--- src/rtl/pc16.sv ---
// pc16 -- program counter with load, increment and synchronous clear.
//
// The next-state logic is built structurally from a small nand-derived
// gate library (defined below). Only the state register is behavioural.
//
// Ports:
//   clk   in   1      rising-edge clock
//   rst   in   1      asynchronous, active-high reset (out = 0, wrap = 0)
//   in    in   WIDTH  load value (jump target)
//   load  in   1      next out = in
//   inc   in   1      next out = out + 1
//   clr   in   1      synchronous clear, next out = 0
//   out   out  WIDTH  current counter value (registered)
//   wrap  out  1      registered pulse, high for one cycle after out
//                     rolled over from all-ones to zero by an increment
//
// Priority at each rising edge: clr > load > inc > hold.

module pc16 #(
  parameter int WIDTH = 16
) (
  input  logic             clk,
  input  logic             rst,
  input  logic [WIDTH-1:0] in,
  input  logic             load,
  input  logic             inc,
  input  logic             clr,
  output logic [WIDTH-1:0] out,
  output logic             wrap
);

  logic [WIDTH:0]   carry;
  logic [WIDTH-1:0] inc_val;
  logic [WIDTH-1:0] inc_sel;
  logic [WIDTH-1:0] load_sel;
  logic [WIDTH-1:0] next_out;
  logic             next_wrap;

  logic inc_carry;
  logic load_n;
  logic clr_n;
  logic keep_n;

  // Ripple incrementer: carry-in tied high, carry-out marks the all-ones case.
  assign carry[0] = 1'b1;

  for (genvar i = 0; i < WIDTH; i++) begin : g_bit
    gate_half_adder u_ha (
      .a     (out[i]),
      .b     (carry[i]),
      .sum   (inc_val[i]),
      .carry (carry[i+1])
    );

    gate_mux u_inc_mux (
      .a   (out[i]),
      .b   (inc_val[i]),
      .sel (inc),
      .y   (inc_sel[i])
    );

    gate_mux u_load_mux (
      .a   (inc_sel[i]),
      .b   (in[i]),
      .sel (load),
      .y   (load_sel[i])
    );

    // Clear mux forces zero.
    gate_mux u_clr_mux (
      .a   (load_sel[i]),
      .b   (1'b0),
      .sel (clr),
      .y   (next_out[i])
    );
  end

  // wrap is set only when the increment path wins and the carry ripples out.
  gate_and u_wrap_inc (
    .a (carry[WIDTH]),
    .b (inc),
    .y (inc_carry)
  );

  gate_not u_load_n (
    .a (load),
    .y (load_n)
  );

  gate_not u_clr_n (
    .a (clr),
    .y (clr_n)
  );

  gate_and u_keep_n (
    .a (load_n),
    .b (clr_n),
    .y (keep_n)
  );

  gate_and u_wrap_final (
    .a (inc_carry),
    .b (keep_n),
    .y (next_wrap)
  );

  always_ff @(posedge clk or posedge rst) begin
    if (rst) begin
      out  <= '0;
      wrap <= 1'b0;
    end else begin
      out  <= next_out;
      wrap <= next_wrap;
    end
  end

endmodule

// gate_nand -- primitive of the gate library.
//   a, b in; y = ~(a & b)
module gate_nand (
  input  logic a,
  input  logic b,
  output logic y
);
  assign y = ~(a & b);
endmodule

// gate_not -- inverter from one nand.
//   a in; y = ~a
module gate_not (
  input  logic a,
  output logic y
);
  gate_nand u_n (.a(a), .b(a), .y(y));
endmodule

// gate_and -- nand followed by inverter.
//   a, b in; y = a & b
module gate_and (
  input  logic a,
  input  logic b,
  output logic y
);
  logic n;
  gate_nand u_n (.a(a), .b(b), .y(n));
  gate_not  u_i (.a(n), .y(y));
endmodule

// gate_or -- nand of inverted inputs.
//   a, b in; y = a | b
module gate_or (
  input  logic a,
  input  logic b,
  output logic y
);
  logic a_n;
  logic b_n;
  gate_not  u_a (.a(a), .y(a_n));
  gate_not  u_b (.a(b), .y(b_n));
  gate_nand u_n (.a(a_n), .b(b_n), .y(y));
endmodule

// gate_mux -- 2:1 mux.
//   a, b, sel in; y = sel ? b : a
module gate_mux (
  input  logic a,
  input  logic b,
  input  logic sel,
  output logic y
);
  logic sel_n;
  logic pick_a;
  logic pick_b;
  gate_not u_s  (.a(sel), .y(sel_n));
  gate_and u_a  (.a(a), .b(sel_n), .y(pick_a));
  gate_and u_b  (.a(b), .b(sel), .y(pick_b));
  gate_or  u_or (.a(pick_a), .b(pick_b), .y(y));
endmodule

// gate_half_adder -- four-nand xor for sum, and for carry.
//   a, b in; sum = a ^ b, carry = a & b
module gate_half_adder (
  input  logic a,
  input  logic b,
  output logic sum,
  output logic carry
);
  logic n_ab;
  logic n_a;
  logic n_b;
  gate_nand u_n0 (.a(a), .b(b), .y(n_ab));
  gate_nand u_n1 (.a(a), .b(n_ab), .y(n_a));
  gate_nand u_n2 (.a(b), .b(n_ab), .y(n_b));
  gate_nand u_n3 (.a(n_a), .b(n_b), .y(sum));
  gate_not  u_c  (.a(n_ab), .y(carry));
endmodule

--- config.mk ---
export PLATFORM = sky130hd
export DESIGN_NAME = pc16
export DESIGN_NICKNAME = d
export VERILOG_FILES = /design/src/rtl/pc16.sv
export SDC_FILE = /design/constraint.sdc
export NUM_CORES = 1
export LEC_CHECK = 0
export ABC_AREA = 1
export BUFFER_PORTS_ARGS = -buffer_cell sky130_fd_sc_hd__buf_2
export CAP_MARGIN = 15
export CORE_ASPECT_RATIO = 1.5
export CORE_MARGIN = 2
export CORE_UTILIZATION = 50
export CTS_CLUSTER_DIAMETER = 60
export DETAILED_ROUTE_END_ITERATION = 12
export PLACE_DENSITY_LB_ADDON = 0.12
export RECOVER_POWER = 50
export SLEW_MARGIN = 20
export SYNTH_ARGS = -nofsm -noshare
export SYNTH_HDL_FRONTEND = slang
export SYNTH_SLANG_ARGS = --single-unit
--- constraint.sdc ---
create_clock -name clk -period 3.89 [get_ports clk]
set_clock_uncertainty 0.1 [all_clocks]
set_input_delay 0.778 -clock clk [delete_from_list [all_inputs] [get_ports clk]]
set_output_delay 0.778 -clock clk [all_outputs]
set_load 0.01 [all_outputs]
==> impl_metrics.py <==
metrics = {
    "timing": {
        "setup_violations": 0,
        "max_freq_ghz": 0.2711,
        "finalMaxSlewViolations": 0,
        "worst_slew_pin_slew_ns": 0.7807,
        "relSlewSlack": 0.4795,
        "min_period_ns": 3.689,
        "fin_setup_tns_ns": 0,
        "setup_ws_ns": 0.2009,
        "rsz0062_at_grt": "no",
        "final.period_utilization": 0.9484,
        "hold_viol": 0,
    },
    "critical_path": {
        "critPathRequiredTime_ns": 3.99,
        "reg2reg_to": "out[15]$_DFF_PP0_",
        "startpoint": "out[0]$_DFF_PP0_",
        "cp.arrival_ns": 3.78,
        "critPathMaxFanout": 4,
        "reg2reg_depth": 17,
        "regToRegStartpoint": "out[0]$_DFF_PP0_",
        "start_kind": "flop",
        "ff2ff_setup_slack_ns": 0.20,
        "crit_type": "flop to flop",
        "endpoint_kind": "flop",
    },
    "synth": {
        "ys_types": 16,
        "synth_ff_type": "dfrtp_1",
        "synth_edf_count": 0,
        "synthesis.area_um2": 1184,
        "synth-compound-area-share": 0.1934,
        "synth_xor_area_frac": 0,
        "synth_commonest_cells": "a21oi_1 (29), nand2_1 (19), dfrtp_1 (17)",
        "synth_top_family_by_area": "buffers and inverters",
        "yosys.area.top_type": "dfrtp_1",
        "yosys_warnings": 0,
        "synthTopCellsByArea": "dfrtp_1 (36%), ha_1 (16%), a21oi_1 (12%)",
        "async_reset_ff_frac": 1.000,
        "yosysMostFrequentCell": "a21oi_1",
        "ys_ff_latch": 17,
        "syn_nets": 165,
        "synthAdderAreaFrac": 0.1586,
        "syn_inst": 129,
        "seq_area_frac_synth": 0.3594,
        "muxShareOfSynthArea": 0,
        "syn_avg_cell_area_um2": 9.175,
        "synth_top_area_frac": 0.3594,
        "synth-simple-area-share": 0.07928,
    },
    "clock_network": {
        "cts_root_buf": "clkbuf_4",
        "numCtsBuffers": 3,
        "cts_tree": "done",
        "clock_latency_ns": 0.30,
        "clockBufferDepth": 2,
        "clk_pin_slew_ns": 0.11,
        "post_cts_buffers": 0,
        "h-tree-depth": 1,
        "clock_sinks": 17,
    },
    "floorplanning": {
        "ioPinCount": 38,
        "std_cell_rows": 21,
        "start_util": 0.5300,
        "die_y_um": 63.59,
        "core_area_um2": 2233,
        "fp.dieW_um": 43.73,
        "dieArea_um2": 2780,
    },
    "placed_design": {
        "gp_congestion": 0.8434,
        "place_ws_ns": 0.1675,
        "hpwl_um": 1641,
        "io_buffer_count": 37,
    },
    "grt": {
        "grt_max_degree": 19,
        "antenna_found_initial": 0,
        "grt_util_met3": 0.01719,
        "grt_usage": 0.1824,
        "grt_pass1_vias": 902,
        "grt_pass1_wl_um": 3836,
        "busiest_layer": "met2",
        "grtUsageMet2": 0.3162,
        "grt_use_met1": 0.2138,
        "grt.overflow.total": 0,
    },
    "cells_and_area": {
        "layout-drive-gt1-share": 0.2789,
        "antenna_cells": 0,
        "area_growth_pct": 1.797,
        "fin_nets": 184,
    },
    "power": {
        "powerDensity_nw_per_um2": 308.5,
        "p_leak_nw": 0.6603,
        "ir_drop_mv": 0.2094,
        "p_sw_w": 0.0001140,
        "power_frac_comb": 0.196,
        "seqPwrFrac": 0.533,
        "intPower_w": 0.0002577,
        "pwr-share-clk": 0.271,
        "swShare": 0.3067,
    },
    "outcome": {
        "status": "finished, final reports clean",
    },
    "route": {
        "routed_wl_um": 2315,
        "drc": 0,
        "drt-wirelength-per-cell_um": 13.62,
        "drtPass1Iterations": 4,
        "via_per_inst": 5.459,
        "num_vias": 928,
        "ant_nets": 0,
        "drt_iter0_markers": 19,
    },
    "job": {
        "cap_viol_max_count": 0,
    },
    "min_path": {
        "holdCritPathClass": "input port to asynchronous set/reset pin",
    },
}
## per-layer routing
metal	part of all wire	up-vias	routed length, um
met4	0.019	0	44
li1	-	460	-
met1	0.41	440	955
met3	0.041	4	95
met5	0	-	0
met2	0.53	24	1219
## timing repair
item	CTS	global route
hold buffers	0	0
resized for setup	0	1
endpoints found under the setup margin	0	1
## how the worst max path moves through the flow
stage | endpoint | slack [ns] | cells after the start
finish | out[15]$_DFF_PP0_ | 0.20 | 17
global route | out[15]$_DFF_PP0_ | 0.03 | 17
CTS | out[15]$_DFF_PP0_ | 0.15 | 17
detailed placement | out[15]$_DFF_PP0_ | 0.17 | 17
global placement | out[15]$_DFF_PP0_ | 0.27 | 17
floorplan | out[15]$_DFF_PP0_ | 0.39 | 17
## stage by stage
step                      hold slack [ns]   power, W  utilization  std cells  cell area, um^2
after floorplan                    0.4271  0.0002697            -        129             1184
after global placement             0.4418  0.0002768       0.5317        166             1187
after detailed placement           0.4497  0.0002775       0.5317        166             1187
after CTS                          0.4660  0.0003759       0.5434        170             1214
after global routing               0.4896  0.0003912       0.5395        170             1205
final                              0.4571  0.0003717       0.5395        170             1205
## registers in the layout, summed over array words and instances, names as in the netlist
register	flops
out	16
wrap	1
## cell usage in the layout (no fill, tap or decap)
cell type and n:
a21oi_1 29, a21oi_2 1, buf_2 33, clkbuf_1 5
clkbuf_4 3, clkinvlp_2 1, dfrtp_1 17, ha_1 14
ha_2 1, inv_1 4, inv_8 1, nand2_1 19
nand3_1 1, nor2_1 2, nor3_2 1, o21ai_0 7
o21ai_1 8
## worst max-delay path: stages, from the launching register on
cell	delay, ns
dfrtp_1	0.43
ha_2	0.20
ha_1	0.18
ha_1	0.18
ha_1	0.18
ha_1	0.18
ha_1	0.18
ha_1	0.18
ha_1	0.18
ha_1	0.19
ha_1	0.18
ha_1	0.19
ha_1	0.19
ha_1	0.18
ha_1	0.18
ha_1	0.28
a21oi_1	0.14
a21oi_1	0.08
## area by class of cell
class / count / area, um^2
fill: 228 / 1028
multi-input combinational: 83 / 513.0
sequential: 17 / 425.4
timing repair buffer: 37 / 180.2
inverter: 6 / 31.28
tap: 23 / 28.78
clock buffer: 4 / 26.28
## power groups by stage
stage,combinational (W),clock (W),sequential [W]
2_1_floorplan,0.0000704,0,0.000199
3_3_place_gp,0.0000754,0,0.000201
3_5_place_dp,0.0000759,0,0.000202
4_1_cts,0.0000761,0.000102,0.000198
5_1_grt,0.0000837,0.000108,0.000200
6_report,0.0000728,0.000101,0.000198
## cells by family (layout without fill, tap and decap cells)
logic type / Yosys count / count (layout)
buffers and inverters: 29 / 47
DFF: 17 / 17
adders and majority gates: 15 / 15
AOI/OAI and AO/OA: 45 / 45
and+or+nand+nor: 23 / 23
Note: power is estimated with default switching activity, not from simulation.
